--- config.mk ---
export PLATFORM = sky130hd
export DESIGN_NAME = tabla_verdad_ctrl_flat
export DESIGN_NICKNAME = d
export VERILOG_FILES = /design/src/rtl/simple_pkg.sv /design/src/rtl/tabla_verdad_if.sv /design/src/rtl/contador_espera.sv /design/src/rtl/tabla_verdad_ctrl.sv /design/src/flat_wrapper.sv
export SDC_FILE = /design/constraint.sdc
export NUM_CORES = 1
export LEC_CHECK = 0
export ABC_AREA = 1
export ABC_CLOCK_PERIOD_IN_PS = 3400
export CAP_MARGIN = 20
export CORE_UTILIZATION = 30
export CTS_CLUSTER_DIAMETER = 50
export DETAILED_ROUTE_END_ITERATION = 8
export HOLD_SLACK_MARGIN = 0.02
export PLACE_DENSITY = 0.54
export REMOVE_ABC_BUFFERS = 1
export SLEW_MARGIN = 40
export SYNTH_ARGS = -nofsm -noshare
export SYNTH_HDL_FRONTEND = slang
export SYNTH_HIERARCHICAL = 1
export SYNTH_SLANG_ARGS = --single-unit
--- constraint.sdc ---
create_clock -name clk -period 3.4 [get_ports clk]
set_input_delay 0.51 -clock clk [delete_from_list [all_inputs] [get_ports clk]]
set_output_delay 0.51 -clock clk [all_outputs]
set_load 0.05 [all_outputs]
--- src/rtl/simple_pkg.sv ---
// rtl/simple_pkg.sv - shared types and constants for the truth-table sweep controller
package simple_pkg;

  localparam int N_VECT = 8;
  localparam int IDX_W  = 3;

  typedef enum logic [1:0] {
    ST_IDLE   = 2'd0,
    ST_SETTLE = 2'd1,
    ST_SAMPLE = 2'd2,
    ST_DONE   = 2'd3
  } tv_state_t;

endpackage

--- src/rtl/tabla_verdad_if.sv ---
// rtl/tabla_verdad_if.sv - host-side control and result bundle of the sweep controller
interface tabla_verdad_if;
  import simple_pkg::*;

  logic              start;
  logic              abort;
  logic              busy;
  logic              done;
  logic [N_VECT-1:0] res_x;
  logic [N_VECT-1:0] res_y;
  logic [N_VECT-1:0] err_mask;
  logic              error;

  modport master (
    output start, abort,
    input  busy, done, res_x, res_y, err_mask, error
  );

  modport slave (
    input  start, abort,
    output busy, done, res_x, res_y, err_mask, error
  );

endinterface

--- src/rtl/contador_espera.sv ---
// rtl/contador_espera.sv - loadable down-counter that saturates at zero
module contador_espera #(
  parameter int W = 4
) (
  input  logic         clk,
  input  logic         rst,
  input  logic         load,
  input  logic [W-1:0] load_val,
  output logic         zero
);

  logic [W-1:0] cnt;

  always_ff @(posedge clk) begin
    if (rst) begin
      cnt <= '0;
    end else if (load) begin
      cnt <= load_val;
    end else if (cnt != '0) begin
      cnt <= cnt - W'(1);
    end
  end

  assign zero = (cnt == '0);

endmodule

--- src/rtl/tabla_verdad_ctrl.sv ---
// rtl/tabla_verdad_ctrl.sv - steps {a,b,c} through all 8 vectors, samples x/y and flags mismatches
module tabla_verdad_ctrl
  import simple_pkg::*;
#(
  parameter int               DWELL = 10,
  parameter logic [N_VECT-1:0] EXP_X = 8'h00,
  parameter logic [N_VECT-1:0] EXP_Y = 8'h00
) (
  input  logic           clk,
  input  logic           rst,
  tabla_verdad_if.slave  ctl,
  input  logic           x,
  input  logic           y,
  output logic           a,
  output logic           b,
  output logic           c
);

  localparam int            CW       = $clog2(DWELL + 1);
  localparam logic [CW-1:0] LOAD_VAL = CW'(DWELL - 1);
  localparam logic [IDX_W-1:0] LAST_IDX = IDX_W'(N_VECT - 1);

  tv_state_t         state;
  logic [IDX_W-1:0]  idx;
  logic [N_VECT-1:0] res_x;
  logic [N_VECT-1:0] res_y;
  logic [N_VECT-1:0] err_mask;
  logic              error;
  logic              cnt_load;
  logic              cnt_zero;
  logic              accept;
  logic              running;

  assign accept  = (state == ST_IDLE) && ctl.start && !ctl.abort;
  assign running = (state == ST_SETTLE) || (state == ST_SAMPLE);

  // Reload the dwell counter on every entry into SETTLE.
  assign cnt_load = accept ||
                    ((state == ST_SAMPLE) && !ctl.abort && (idx != LAST_IDX));

  contador_espera #(
    .W (CW)
  ) u_espera (
    .clk      (clk),
    .rst      (rst),
    .load     (cnt_load),
    .load_val (LOAD_VAL),
    .zero     (cnt_zero)
  );

  always_ff @(posedge clk) begin
    if (rst) begin
      state    <= ST_IDLE;
      idx      <= '0;
      res_x    <= '0;
      res_y    <= '0;
      err_mask <= '0;
      error    <= 1'b0;
    end else begin
      case (state)
        ST_IDLE: begin
          if (accept) begin
            state    <= ST_SETTLE;
            idx      <= '0;
            res_x    <= '0;
            res_y    <= '0;
            err_mask <= '0;
            error    <= 1'b0;
          end
        end
        ST_SETTLE: begin
          if (ctl.abort) begin
            state <= ST_IDLE;
          end else if (cnt_zero) begin
            state <= ST_SAMPLE;
          end
        end
        ST_SAMPLE: begin
          // An abort here wins over the capture of the current vector.
          if (ctl.abort) begin
            state <= ST_IDLE;
          end else begin
            res_x[idx]    <= x;
            res_y[idx]    <= y;
            err_mask[idx] <= (x != EXP_X[idx]) | (y != EXP_Y[idx]);
            if (idx == LAST_IDX) begin
              state <= ST_DONE;
            end else begin
              idx   <= idx + IDX_W'(1);
              state <= ST_SETTLE;
            end
          end
        end
        ST_DONE: begin
          error <= |err_mask;
          state <= ST_IDLE;
        end
        default: state <= ST_IDLE;
      endcase
    end
  end

  assign {a, b, c}    = running ? idx : 3'b000;
  assign ctl.busy     = running;
  assign ctl.done     = (state == ST_DONE);
  assign ctl.res_x    = res_x;
  assign ctl.res_y    = res_y;
  assign ctl.err_mask = err_mask;
  assign ctl.error    = error;

endmodule

--- src/flat_wrapper.sv ---
// flat-port wrapper written by rule: the top's interface ports become plain ports
module tabla_verdad_ctrl_flat import simple_pkg::*;
#(
  parameter int               DWELL = 10,
  parameter logic [N_VECT-1:0] EXP_X = 8'h00,
  parameter logic [N_VECT-1:0] EXP_Y = 8'h00
)
  (clk, rst, x, y, a, b, c, ctl_start, ctl_abort, ctl_busy, ctl_done, ctl_res_x, ctl_res_y, ctl_err_mask, ctl_error);
  tabla_verdad_if ctl_i ();
  input  logic clk;
  input  logic rst;
  input  logic x;
  input  logic y;
  output logic a;
  output logic b;
  output logic c;
  input wire logic [$bits(ctl_i.start)-1:0] ctl_start;
  input wire logic [$bits(ctl_i.abort)-1:0] ctl_abort;
  output wire logic [$bits(ctl_i.busy)-1:0] ctl_busy;
  output wire logic [$bits(ctl_i.done)-1:0] ctl_done;
  output wire logic [$bits(ctl_i.res_x)-1:0] ctl_res_x;
  output wire logic [$bits(ctl_i.res_y)-1:0] ctl_res_y;
  output wire logic [$bits(ctl_i.err_mask)-1:0] ctl_err_mask;
  output wire logic [$bits(ctl_i.error)-1:0] ctl_error;
  assign ctl_i.start = ctl_start;
  assign ctl_i.abort = ctl_abort;
  assign ctl_busy = ctl_i.busy;
  assign ctl_done = ctl_i.done;
  assign ctl_res_x = ctl_i.res_x;
  assign ctl_res_y = ctl_i.res_y;
  assign ctl_err_mask = ctl_i.err_mask;
  assign ctl_error = ctl_i.error;
  tabla_verdad_ctrl #(.DWELL(DWELL), .EXP_X(EXP_X), .EXP_Y(EXP_Y)) u_core (.clk(clk), .rst(rst), .ctl(ctl_i), .x(x), .y(y), .a(a), .b(b), .c(c));
endmodule
**Yosys cells after proc, flatten, opt, wreduce, memory -nomap -nowiden**

Memories as Yosys holds them, arrays and structs flattened. A register that Yosys moved wholly into a read port is not among the register bits.
Index checks and enable logic that the tools add are counted.

- Output and inout port bits: 30
- Latch bits: 0
- RAM bits: 0
- Word-level logic and storage cells: 75
- ROM bits: 8
- Memories kept: 1
- Bits of input ports: 6
- Register bits: 34

- Bitwise operators: 1
- Shift-type cells: 0
- Mux-type cells: 30
- Add/sub/neg operators: 2
- Eq/ne operators: 11
- Reduce and logical (&&, ||, !) cells: 20
- Magnitude comparators: 2
- $mul: 0
- Div/mod/pow operators: 0

Memory list:

| memory | words | width | read ports | clocked after Yosys merged registers in | write ports | RTL line | text |
|---|---|---|---|---|---|---|---|
| (name not given) | 8 | 1 | 1 | 1 | 0 | tabla_verdad_ctrl.sv:85 | `err_mask[idx] <= (x != EXP_X[idx]) \| (y != EXP_Y[idx]);` |

Operators by type and width:

| operator | count |
|---|---|
| case mux 8 bit (2 select lines) | 3 |
| two-way mux 8 bit | 4 |
| bitwise mux 8 bit | 3 |
| two-way mux 3 bit | 6 |
| two-way mux 2 bit | 5 |
| two-way mux 4 bit | 2 |
| case mux 2 bit (4 select lines) | 1 |
| OR reduction 8 bit | 1 |
| case mux 3 bit (2 select lines) | 1 |
| nonzero test 2 bit | 3 |
| logical AND 1 bit | 5 |
| == test 2 bit (second input constant) | 2 |
| zero test 4 bit | 1 |
| < comparator 3 x 4 -> 1 bit (second input constant) | 1 |
| inequality test 2 bit (second input constant) | 2 |
| AND reduction 2 bit | 2 |
| AND reduction 4 bit | 1 |
| nonzero test 4 bit | 1 |
| subtractor 4 x 1 -> 4 bit (second input constant) | 1 |
| adder 3 x 1 -> 3 bit (second input constant) | 1 |
| demux 1 bit (select 3 bit) | 1 |
| == test 3 bit (second input constant) | 1 |
| >= comparator 3 x 1 -> 1 bit (second input constant) | 1 |
| two-way mux 1 bit | 3 |
| 12 further kinds | 14 |

**Depth between registers and ports, before layout**

- Depth after elaboration: 7
- Depth in mapped cells: 9
- Gate-level depth less buffers: 9

**Hierarchy**

Netlist, hierarchy kept.

Modules (own cells, without submodules):

| module | cells each | sequential area each (sq um) | area each (sq um) | times used |
|---|---|---|---|---|
| tabla_verdad_ctrl | 224 | 600.6 | 1547.7 | 1 |
| contador_espera | 40 | 80.1 | 247.7 | 1 |

**Worst setup path before layout**

OpenSTA, ideal clock, no wires.

- Path type: register to output
- Start: reg u_core.state[1]
- End: out a
- Data arrival time: 1418 ps
- Required time: 2890 ps
- Path buffers: 0
- Slack: 1472 ps
- Stages on the path, launching flop included: 5
- Cells stage by stage: dfxtp_1 inv_1 ha_1 nand2_1 inv_1

- Word-level cells in the longest chain between the ends: 3
- Elaborated cells between the ends (all ways): 4
- Classes of those cells: 2 x eq/ne; 1 x mux; 1 x reduce/logical

Ends and longest elaborated chain:

| element | RTL line | text |
|---|---|---|
| start, declared | tabla_verdad_ctrl.sv:23 | `tv_state_t state;` |
| start signal, assigned | tabla_verdad_ctrl.sv:53 | `state <= ST_IDLE;` |
| start signal, assigned | tabla_verdad_ctrl.sv:63 | `state <= ST_SETTLE;` |
| start signal, assigned | tabla_verdad_ctrl.sv:73 | `state <= ST_IDLE;` |
| == test 2 x 1 -> 1 bit / == test 2 bit (equally long branches) | tabla_verdad_ctrl.sv:35 | `assign running = (state == ST_SETTLE) \|\| (state == ST_SAMPLE);` |
| logical OR 1 bit * | tabla_verdad_ctrl.sv:35 |  |
| via ctl_busy | flat_wrapper.sv:19 | `output wire logic [$bits(ctl_i.busy)-1:0] ctl_busy;` |
| two-way mux 3 bit * | tabla_verdad_ctrl.sv:103 | `assign {a, b, c} = running ? idx : 3'b000;` |
| end, declared | flat_wrapper.sv:14 | `output logic a;` |

Mark *: on every way through the listed nets, which the timed path passes. The rest lies on a longest branch.

**Worst setup path in the final report**

- Start: reg u_core.state[1]
- End: out c

- Word-level cells in the longest chain between the ends: 3
- Elaborated cells between the ends (all ways): 4
- Classes of those cells: 2 x eq/ne; 1 x mux; 1 x reduce/logical

Ends and longest elaborated chain:

| element | RTL line | text |
|---|---|---|
| == test 2 x 1 -> 1 bit / == test 2 bit (equally long branches) | tabla_verdad_ctrl.sv:35 |  |
| logical OR 1 bit * | tabla_verdad_ctrl.sv:35 |  |
| two-way mux 3 bit * | tabla_verdad_ctrl.sv:103 |  |
| end, declared | flat_wrapper.sv:16 | `output logic c;` |

Every way passes the cells marked *; elsewhere a longest branch is shown, timed or not.

==> results.tsv <==
metric	value	unit
dpl hpwl	3170	um
Worst-Skew Late Latency	0.28	ns
CP required	2.89	ns
final worst path period need	2.52	ns
Clock Skew	0.00391	ns
crit path kind	reg -> out	
1st-pass router iterations	4	
Avg Cell Area, Syn	6.80	um2
largest net degree at the start of global routing	40	
maxcap violations	0	
vias in the first global route	1620	
CTS Buf Count	5	
die height	79.4	um
crit share post-route	74.2	%
First DRT Iteration DRCs	151	
nets@finish	309	
global placement routability congestion	0.764	
first-pass GRT wire length	7600	um
worst vdd rail ir drop	0.198	mV
setup TNS	0	ns
placed instance area	2180	um2
dpl cells	361	
antenna violations before repair	0	
Hold Fails Final Rpt	0	
Slew Viols, Final	0	
Die Footprint	6300	um2
Min Hold Slack	0.463	ns
clock slew at reported path FFs	0.07	ns
total wire length	4500	um
Post-CTS Setup Inserts	0	
# clock sinks	34	
area delta synth->final	25.8	%
RSZ-0062 raised after global routing	no	
# DRC	0	
Syn Inst Count	264	
Core Area	5640	um2
detailed-route via count	1782	
worst-margin pin slew	0.663	ns
CTS Buffer Depth	2	
H-tree depth	2	
starting density of the core	31.8	%
IO Pins	36	
Routed Antenna Nets	0	
most frequent cells in the layout	68 x nand2_1, 35 x clkdlybuf4s50_1, 35 x a21oi_1	
Syn. warnings	6	
final setup vio count	0	
Leakage	0.000887	uW
commonest non-fill, non-tap cell in the layout	nand2_1	
Reg2Reg Depth	8	
fmax	397	MHz
Yosys cell types	20	
GRT Overall Usage	15.6	%
ANT cells	0	
total congestion overflow	0	
outcome	completed	
Pwr Density	550	nW/um2
Gates resized, CTS repair	0	
Slew Limit Headroom	55.3	%
Root Buffer	clkbuf_8	
WL/cell	12.2	um
vias per cell	4.84	
Hold Buf Count CTS	0	
die width	79.4	um
Yosys reg bits	34	
share of cells above drive strength 1	4.39	%
final std cells w/o fill	368	
Finished Core Util	40.0	%
Buffers on Ports	35	
Setup crit end kind	primary output	
Fill cells	586	
hold depth	2	
cell area after layout	2260	um2
Startpoint Class	flip-flop	
Worst Path Arrival	2.01	ns
site row count	27	
critical path fanouts, max	4	
post-synth design cell area	1800	um2
CTS tree	done	
Min-Delay Path Class	reg -> reg	
Seq/Total Area, Yosys	37.9	%
-- path summary, 6_finish.rpt --
kind,slack (ns),from,end
worst max-delay path,0.88,u_core/state[1],c
worst min-delay path,0.46,u_core/ctl.res_x[3],u_core/ctl.res_x[3]
worst min register to register,0.46,u_core/ctl.res_x[3],u_core/ctl.res_x[3]
worst max register to register,1.14,u_core/state[0],u_core/u_espera/cnt[1]
-- routing by layer --
metal,up-vias,global-route usage [%],share of wire [%]
met2,32,23.2,43
met5,-,0,0
met1,802,21.6,52
met3,8,3.79,3.8
met4,0,5.45,1.4
li1,940,-,-
-- layout make-up --
cell class	instances	area, um2	area share (%)
Multi-Input combinational cell	193	952	42.2
Sequential cell	34	681	30.1
Clock buffer	7	76.3	3.38
Inverter	25	93.8	4.16
Tap cell	72	90.1	3.99
Timing Repair Buffer	37	365	16.2
-- per-stage QoR --
step           power, uW  setup slack (ns)
3_5_place_dp         973              1.09
4_1_cts             1260             0.864
3_3_place_gp         973              1.11
6_report            1240             0.879
2_1_floorplan        842              1.01
5_1_grt             1350             0.775
-- cell families after synthesis --
logic type	Yosys count	synth area share, %
fa+ha+maj	7	4.88
flops	34	37.9
other cells	2	0.418
buf+inv	39	9.69
simple gates	139	35.0
compound gates	43	12.1
-- registers in the layout, indices dropped and copies added, names as in the netlist --
register,count
u_core/ctl.err_mask,8
u_core/ctl.res_x,8
u_core/ctl.res_y,8
u_core/u_espera/cnt,4
u_core/idx,3
u_core/state,2
u_core/ctl.error,1
-- cell usage after synthesis --
cell      number  share of area, %
dfxtp_1       34                38
nor2_1        20               4.2
inv_2          2              0.42
buf_4          4               1.7
conb_1         2              0.42
a21oi_1       35               9.8
nand3_2        1              0.56
nand2_2        2              0.70
nand2_1       68                14
nand4_1       27               9.4
o21ai_0        5               1.4
nand3_1       20               5.6
clkbuf_1       5               1.0
buf_2          4               1.1
o211ai_1       1              0.42
inv_1         23               4.8
ha_1           7               4.9
buf_6          1              0.63
o21ai_1        2              0.56
or2_0          1              0.35
-- where the power goes --
group | leakage (uW) | switching, uW | internal (uW) | total (uW)
Combinational | 0.000573 | 333 | 146 | 479
Sequential | 0.000275 | 51.5 | 436 | 487
Clock | 0.0000383 | 136 | 141 | 277
-- worst max-delay path: stages, from the launching register on --
cell	delay, ns
dfxtp_1	0.38
inv_1	0.08
ha_1	0.34
nand2_1	0.07
inv_1	0.07
clkdlybuf4s50_1	0.80
(Power assumes the default switching activity.)
